$ cat src/rtl/cpu_pkg.sv
// Shared types and constants for the CPU datapath blocks.
// Fetch-stage state encoding and the fetch buffer entry live here.
package cpu_pkg;

   localparam int N = 32;
   localparam int I = N / 2;

   localparam logic [N-1:0] RESET_PC = 32'h0000_0000;

   typedef enum logic {
      S_ISSUE = 1'b0,
      S_WAIT  = 1'b1
   } fetch_state_t;

   typedef struct packed {
      logic [N-1:0] inst;
      logic [N-1:0] pc4;
   } fetch_entry_t;

endpackage

$ cat src/rtl/fetch_buf.sv
// Two-entry fetch buffer kept as head/tail registers so the head output
// holds its last value once the buffer drains or is flushed.
module fetch_buf
   import cpu_pkg::*;
(
   input  logic         clk,
   input  logic         reset,
   input  logic         push,
   input  fetch_entry_t push_data,
   input  logic         pop,
   input  logic         flush,
   output fetch_entry_t head,
   output logic [1:0]   count
);

   fetch_entry_t head_q, head_d;
   fetch_entry_t tail_q, tail_d;
   logic [1:0]   count_q, count_d;
   logic         do_pop;
   logic         do_push;

   always_ff @(posedge clk or posedge reset) begin
      if (reset) begin
         head_q  <= '0;
         tail_q  <= '0;
         count_q <= 2'd0;
      end else begin
         head_q  <= head_d;
         tail_q  <= tail_d;
         count_q <= count_d;
      end
   end

   always_comb begin
      head_d  = head_q;
      tail_d  = tail_q;
      count_d = count_q;
      do_pop  = pop && (count_q != 2'd0);
      do_push = push && ((count_q != 2'd2) || do_pop);
      if (flush) begin
         count_d = 2'd0;
      end else begin
         unique case ({do_push, do_pop})
            2'b10: begin
               if (count_q == 2'd0) head_d = push_data;
               else                 tail_d = push_data;
               count_d = count_q + 2'd1;
            end
            2'b01: begin
               if (count_q == 2'd2) head_d = tail_q;
               count_d = count_q - 2'd1;
            end
            2'b11: begin
               if (count_q == 2'd2) begin
                  head_d = tail_q;
                  tail_d = push_data;
               end else begin
                  head_d = push_data;
               end
            end
            default: begin
            end
         endcase
      end
   end

   assign head  = head_q;
   assign count = count_q;

endmodule

$ cat src/rtl/fetch_unit.sv
// Instruction fetch: owns the PC, keeps one imem request in flight and
// buffers returned words for decode; branch/jump redirects retarget the PC.
//
// state   | meaning
// S_ISSUE | may issue a request when a buffer slot is free
// S_WAIT  | one request outstanding; drop_q marks its response stale
module fetch_unit
   import cpu_pkg::*;
(
   input  logic          clk,
   input  logic          reset,
   output logic          imem_req,
   output logic [N-1:0]  imem_addr,
   input  logic          imem_valid,
   input  logic [N-1:0]  imem_rdata,
   output logic          inst_valid,
   input  logic          inst_ready,
   output logic [N-1:0]  inst_out,
   output logic [N-1:0]  pc4_out,
   input  logic          redirect_br,
   input  logic [N-1:0]  signimm,
   input  logic          redirect_j,
   input  logic [25:0]   jaddr,
   input  logic [N-1:0]  br_pc4
);

   fetch_state_t state_q, state_d;
   logic [N-1:0] pc_q, pc_d;
   logic [N-1:0] req_pc_q, req_pc_d;
   logic         drop_q, drop_d;

   logic         redirect;
   logic         issue;
   logic [N-1:0] br_target;
   logic [N-1:0] j_target;
   logic [N-1:0] target;
   logic [N-1:0] req_pc4;

   logic         buf_push;
   logic         buf_pop;
   fetch_entry_t push_entry;
   fetch_entry_t head;
   logic [1:0]   count;

   assign redirect  = redirect_br | redirect_j;
   assign br_target = br_pc4 + (signimm << 2);
   assign j_target  = {br_pc4[N-1:28], jaddr, 2'b00};
   assign target    = redirect_br ? br_target : j_target;
   assign req_pc4   = req_pc_q + N'(4);
   assign issue     = (state_q == S_ISSUE) && (count < 2'd2) && !redirect;

   always_ff @(posedge clk or posedge reset) begin
      if (reset) begin
         state_q  <= S_ISSUE;
         pc_q     <= RESET_PC;
         req_pc_q <= RESET_PC;
         drop_q   <= 1'b0;
      end else begin
         state_q  <= state_d;
         pc_q     <= pc_d;
         req_pc_q <= req_pc_d;
         drop_q   <= drop_d;
      end
   end

   always_comb begin
      state_d  = state_q;
      pc_d     = pc_q;
      req_pc_d = req_pc_q;
      drop_d   = drop_q;
      buf_push = 1'b0;
      case (state_q)
         S_ISSUE: begin
            if (redirect) begin
               pc_d = target;
            end else if (issue) begin
               req_pc_d = pc_q;
               state_d  = S_WAIT;
            end
         end
         S_WAIT: begin
            if (redirect) begin
               pc_d = target;
               if (imem_valid) begin
                  drop_d  = 1'b0;
                  state_d = S_ISSUE;
               end else begin
                  drop_d  = 1'b1;
               end
            end else if (imem_valid) begin
               state_d = S_ISSUE;
               if (drop_q) begin
                  drop_d = 1'b0;
               end else begin
                  buf_push = 1'b1;
                  pc_d     = req_pc4;
               end
            end
         end
         default: state_d = S_ISSUE;
      endcase
   end

   // reset gates the strobe so nothing is requested while held in reset
   always_comb begin
      imem_req   = issue && !reset;
      imem_addr  = pc_q;
      inst_valid = (count != 2'd0);
      inst_out   = head.inst;
      pc4_out    = head.pc4;
      buf_pop    = inst_valid && inst_ready;
      push_entry = '{inst: imem_rdata, pc4: req_pc4};
   end

   fetch_buf u_fetch_buf (
      .clk       (clk),
      .reset     (reset),
      .push      (buf_push),
      .push_data (push_entry),
      .pop       (buf_pop),
      .flush     (redirect),
      .head      (head),
      .count     (count)
   );

endmodule

$ cat config.mk
export PLATFORM = sky130hd
export DESIGN_NAME = fetch_unit
export DESIGN_NICKNAME = d
export VERILOG_FILES = /design/src/rtl/cpu_pkg.sv /design/src/rtl/fetch_buf.sv /design/src/rtl/fetch_unit.sv
export SDC_FILE = /design/constraint.sdc
export NUM_CORES = 1
export LEC_CHECK = 0
export CAP_MARGIN = 15
export CORE_MARGIN = 3
export CORE_UTILIZATION = 55
export DETAILED_ROUTE_END_ITERATION = 10
export PLACE_DENSITY = 0.86
export SLEW_MARGIN = 30
export SYNTH_ARGS = -nofsm -noshare
export SYNTH_HDL_FRONTEND = slang
export SYNTH_SLANG_ARGS = --single-unit
$ cat constraint.sdc
create_clock -name clk -period 11.4 [get_ports clk]
set_clock_uncertainty 0.05 [all_clocks]
set_input_delay 1.14 -clock clk [delete_from_list [all_inputs] [get_ports clk]]
set_output_delay 1.14 -clock clk [all_outputs]
set_load 0.02 [all_outputs]
Yosys cells after proc, flatten, opt, wreduce, memory -nomap -nowiden

Index checks and enable logic that the tools add are counted.

Flip-flop bits (word level): 196

$add $sub $neg: 4
Order comparisons: 1
Equal/unequal tests: 12
Muxes and demuxes: 25
Bitwise gates (word level): 3
Reduce and logical (&&, ||, !) cells: 20

Operators by type and width:

| operator              | number |
|---|---|
| $mux 64               | 5 |
| $pmux 64 s3           | 1 |
| $mux 32               | 5 |
| $pmux 64 s2           | 1 |
| $pmux 32 s2           | 1 |
| $add 32x3->32 const B | 1 |
| $add 32x32->32        | 1 |
| $mux 1                | 9 |
| $reduce_and 4->1      | 2 |
| $eq 2x2->1 const B    | 3 |
| $logic_and 1x1->1     | 6 |
| $ne 2x1->1 const B    | 3 |
| $ne 2x2->1 const B    | 3 |
| $ne 3x2->1 const B    | 2 |
| $reduce_and 3->1      | 2 |
| $reduce_bool 2->1     | 3 |
| $reduce_bool 3->1     | 2 |
| $pmux 2 s2            | 1 |
| $add 2x1->2 const B   | 1 |
| $eq 2x1->1 const B    | 1 |
| $logic_not 1->1       | 2 |
| $logic_not 2->1       | 1 |
| $lt 2x2->1 const B    | 1 |
| $mux 2                | 1 |
| other kinds (6)       | 7 |

Logic depth before layout (Yosys ltp)

Depth in word-level cells: 8
Depth in mapped cells: 10

Cells and area by module

Synthesis repeated with hierarchy kept, for this count alone.

Cells, all modules: 948
Area total of the unflattened synthesis: 11441.0 um^2

By module, submodules not included:

| module     | instances | cells each | area an instance (um^2) | seq. area each (um^2) |
|---|---|---|---|---|
| fetch_buf  | 1         | 362        | 6294.8                  | 3253.1 |
| fetch_unit | 1         | 586        | 5146.2                  | 1651.6 |

Worst setup path before layout

Ideal clock, no wire load.

Kind: input port to output port
Start: input redirect_br
End: output imem_req
Data arrival time: 2.314 ns
Setup slack: 7.896 ns
Stages: 4
Path buffers: 2
Path through: buf_2 or2_1 buf_2 nor4_1

Longest elaborated chain between the ends: 4

Ends and longest elaborated chain:

| item              | line              | text |
|---|---|---|
| start, declared   | fetch_unit.sv:20  | `input logic redirect_br,` |
| $or 1x1->1        | fetch_unit.sv:45  | `assign redirect = redirect_br \| redirect_j;` |
| $logic_not 1->1   | fetch_unit.sv:50  | `assign issue = (state_q == S_ISSUE) && (count < 2'd2) && !redirect;` |
| $logic_and 1x1->1 | fetch_unit.sv:50  |  |
| $logic_and 1x1->1 | fetch_unit.sv:106 | `imem_req = issue && !reset;` |
| end, declared     | fetch_unit.sv:12  | `output logic imem_req,` |

Every way passes these cells.

Worst setup path after layout

Start: input redirect_j
End: output imem_req

Longest elaborated chain between the ends: 4

Ends and longest elaborated chain:

| item              | line              | text |
|---|---|---|
| start, declared   | fetch_unit.sv:22  | `input logic redirect_j,` |
| $or 1x1->1        | fetch_unit.sv:45  |  |
| $logic_not 1->1   | fetch_unit.sv:50  |  |
| $logic_and 1x1->1 | fetch_unit.sv:50  |  |
| $logic_and 1x1->1 | fetch_unit.sv:106 |  |

Every way passes these cells.

==> out/qor.csv <==
stage,metric,value,unit
yosys,yosysSeqAreaShare,47.2,%
setup_path,rrSetupSlack,8360,ps
power_and_ir_drop,leakagePower,5.97,nW
setup_path,r2r_end,u_fetch_buf.tail_q[34],
yosys,syn-num-nets,1204,
setup_path,arrival,3620,ps
timing,setup_viol,0,
die,rows,49,
timing,fin_crit_sh,42.2,%
drt,detail_route.first_pass.iterations,5,
yosys,muxShareOfSynthArea,12.5,%
power_and_ir_drop,ir_worst_vdd,0.0000906,V
yosys,synth_top_family_by_area,compound AO/OA/AOI/OAI gates,
yosys,synth_top_area_share,47.2,%
global_route,grt_pass1_vias,8576,
setup_path,cp-endpoint,imem_req,
layout,fill_cells,1281,
setup_path,endpoint_kind,output port,
setup_path,critical-path-max-stage-delay,730,ps
setup_path,path_cells,"clkdlybuf4s50_1, or2_1, nor4_1, clkdlybuf4s50_1",
drt,drc,0,
yosys,syn_area,10400,µm²
yosys,syn_inst,1045,
global_route,grt_max_degree,107,
die,start_util,56.9,%
layout,final-seq-area,4900,µm²
layout,final_nets,1398,
drt,wire_per_inst,18.5,µm
cts,clock-sinks,196,
timing,slew-limit-headroom,43.0,%
placement,preCtsSetupSlack,6680,ps
cts,clkTransAtPathRegs,70,ps
yosys,async_flop_share,100,%
yosys,synth-xor-area-share,4.38,%
yosys,yosysWarningCount,0,
cts,htreeDepth,4,
yosys,syn_area_per_cell,9.94,µm²
die,io_pins,226,
layout,final_common_cell,clkdlybuf4s50_1,
setup_path,cpMaxStageDelayCell,clkdlybuf4s50_1,
die,coreArea,18300,µm²
yosys,synth_edf_count,0,
drt,vias_per_cell,5.91,
layout,num_antenna_cells,0,
min_path,hold_path.class,reg -> reg,
setup_path,critPathTopFamily,buffers and inverters,
timing,rsz0062_at_grt,false,
setup_path,worst_path_most_repeated_cell,clkdlybuf4s50_1,
layout,layout_common_cells,"223 x clkdlybuf4s50_1, 196 x dfrtp_1, 134 x a21oi_1, 126 x nor2_1, 82 x nand2_1",
drt,vias,8750,
timing,fmax,208,MHz
placement,place.gp.congestion,0.945,
yosys,synthDistinctLibCells,59,
placement,io_buffers,223,
global_route,grt.overflow.total,0,
yosys,synth_fa_ha_area_share,3.81,%
timing,slew_viol_final,0,
die,die_h,143,µm
setup_path,rr_startpoint,state_q,
yosys,ys_top_cells_by_area,"dfrtp_1 47%, mux2_2 8.2%, a21oi_1 6.6%",
timing,worst_slack,6590,ps
drt,wirelength,27400,µm
timing,period_minus_slack,4810,ps
setup_path,critical_path_required,10210,ps
run_status,status,"complete, no violations",
layout,drive_gt1_share,11.2,%
yosys,yosys.area_share.simple,12.8,%
timing,finalHoldViolations,0,
die,die_x,143,µm
timing,fin_setup_tns,0,ps
timing,worstMarginPinSlew,853,ps
layout,syn_to_final_growth,29.1,%
placement,dpl.hpwl,19800,µm
setup_path,worst-path-stages,4,
setup_path,start_kind,input pin,
drt,postRouteAntennaNets,0,
flow_run,cap_violations,0,
die,dieArea,20600,µm²
cts,ctsHoldBuffers,0,
setup_path,crit_fanout,16,
global_route,antenna_found_initial,0,
setup_path,r2r_cells,7,
setup_path,path_buf_inv,2,
cts,cts_inserted_buffers,17,
setup_path,critPathKind,in -> out,
yosys,synthFlopType,dfrtp_1,
global_route,grt_pass1_wl,43600,µm
yosys,ys_ff_latch,196,
cts,post_cts_resize_count,0,
cts,cts_tree,yes,
layout,multiInputGateArea,5230,µm²
global_route,track_usage,26.6,%
cts,clk_latency,430,ps
cts,postCtsSetupBuffers,0,
setup_path,critPathLaunch,redirect_j,
power_and_ir_drop,powerDensity,195,nW/µm²
drt,dr.first_iter.drc_count,800,
yosys,synth_area_leader_cell,dfrtp_1,
yosys,synth-compound-area-share,16.5,%
cts,root_buffer,clkbuf_16,
cts,cts_buffer_depth,2,
-- cell usage after synthesis, drive strengths merged, types with 7 or more instances --
| library cell | n |
|---|---|
| a211oi | 14 |
| a21o | 17 |
| a21oi | 138 |
| a221oi | 11 |
| a31oi | 8 |
| and3 | 9 |
| buf | 31 |
| clkbuf | 26 |
| dfrtp | 196 |
| ha | 30 |
| mux2 | 76 |
| mux2i | 44 |
| nand2 | 82 |
| nand3 | 17 |
| nand4 | 10 |
| nor2 | 128 |
| nor3 | 14 |
| o21ai | 56 |
| o22ai | 15 |
| or2 | 7 |
| xnor2 | 29 |
| xor2 | 23 |
-- registers in the layout, summed over array words and instances, names as in the netlist --
register            cells
drop_q                  1
imem_addr              32
req_pc_q               32
state_q                 1
u_fetch_buf.count       2
u_fetch_buf.head       64
u_fetch_buf.tail_q     64
-- where the power goes --
part           internal [W]  switching, W
Sequential         0.000871      0.000138
Clock              0.000383      0.000268
Combinational      0.000445      0.000504
Total               0.00170      0.000911
-- stage by stage --
step / total power [W] / hold WS [ps] / utilization, % / instances / instance area [µm²]
CTS: 0.00262 / 440 / 73.3 / 1480 / 13400
global route: 0.00273 / 463 / 73.4 / 1481 / 13400
global placement: 0.00192 / 412 / 69.7 / 1448 / 12700
floorplan: 0.00150 / 430 / - / 1045 / 10400
detailed placement: 0.00196 / 424 / 69.7 / 1448 / 12700
finish: 0.00261 / 435 / 73.4 / 1481 / 13400
-- layer usage --
metal  vias up  wire (µm)  global-route usage [%]
met1      4220      11700                    34.8
met4         0        587                    8.23
li1       4145          -                       -
met5         -          0                       0
met2       342      13300                    44.4
met3        43       1860                    5.89
-- cell type report --
cell class | count | share of cell area [%]
clock buffer | 19 | 3.38
inverter | 6 | 0.224
clock inverter | 13 | 1.46
multi-input combinational | 786 | 39.0
sequential | 196 | 36.6
tap | 229 | 2.14
timing repair buffer | 232 | 17.3
-- worst min path at each step --
stage,startpoint,to,slack [ps],depth (start not counted)
6_report,u_fetch_buf.head[17],u_fetch_buf.head[17],440,2
4_1_cts,u_fetch_buf.head[17],u_fetch_buf.head[17],440,2
3_3_place_gp,u_fetch_buf.head[2],u_fetch_buf.head[2],410,2
2_1_floorplan,u_fetch_buf.tail_q[32],u_fetch_buf.tail_q[32],430,1
5_1_grt,u_fetch_buf.head[16],u_fetch_buf.head[16],460,2
3_5_place_dp,u_fetch_buf.head[17],u_fetch_buf.head[17],420,2
-- tightest hold or removal path, delay by kind of cell (launching register included) --
family | cells | cell delay, ps
DFF | 1 | 350
AOI/OAI and AO/OA | 1 | 60
and+or+nand+nor | 1 | 40
-- cell families (layout without fill, tap and decap cells) --
kind of cell | Yosys count | count (layout)
compound gates | 289 | 289
xor+xnor | 52 | 52
fa+ha+maj | 31 | 31
buf+inv | 63 | 270
flops | 196 | 196
mux | 120 | 120
simple gates | 294 | 294
No activity file was read; power rests on OpenSTA's default activity.
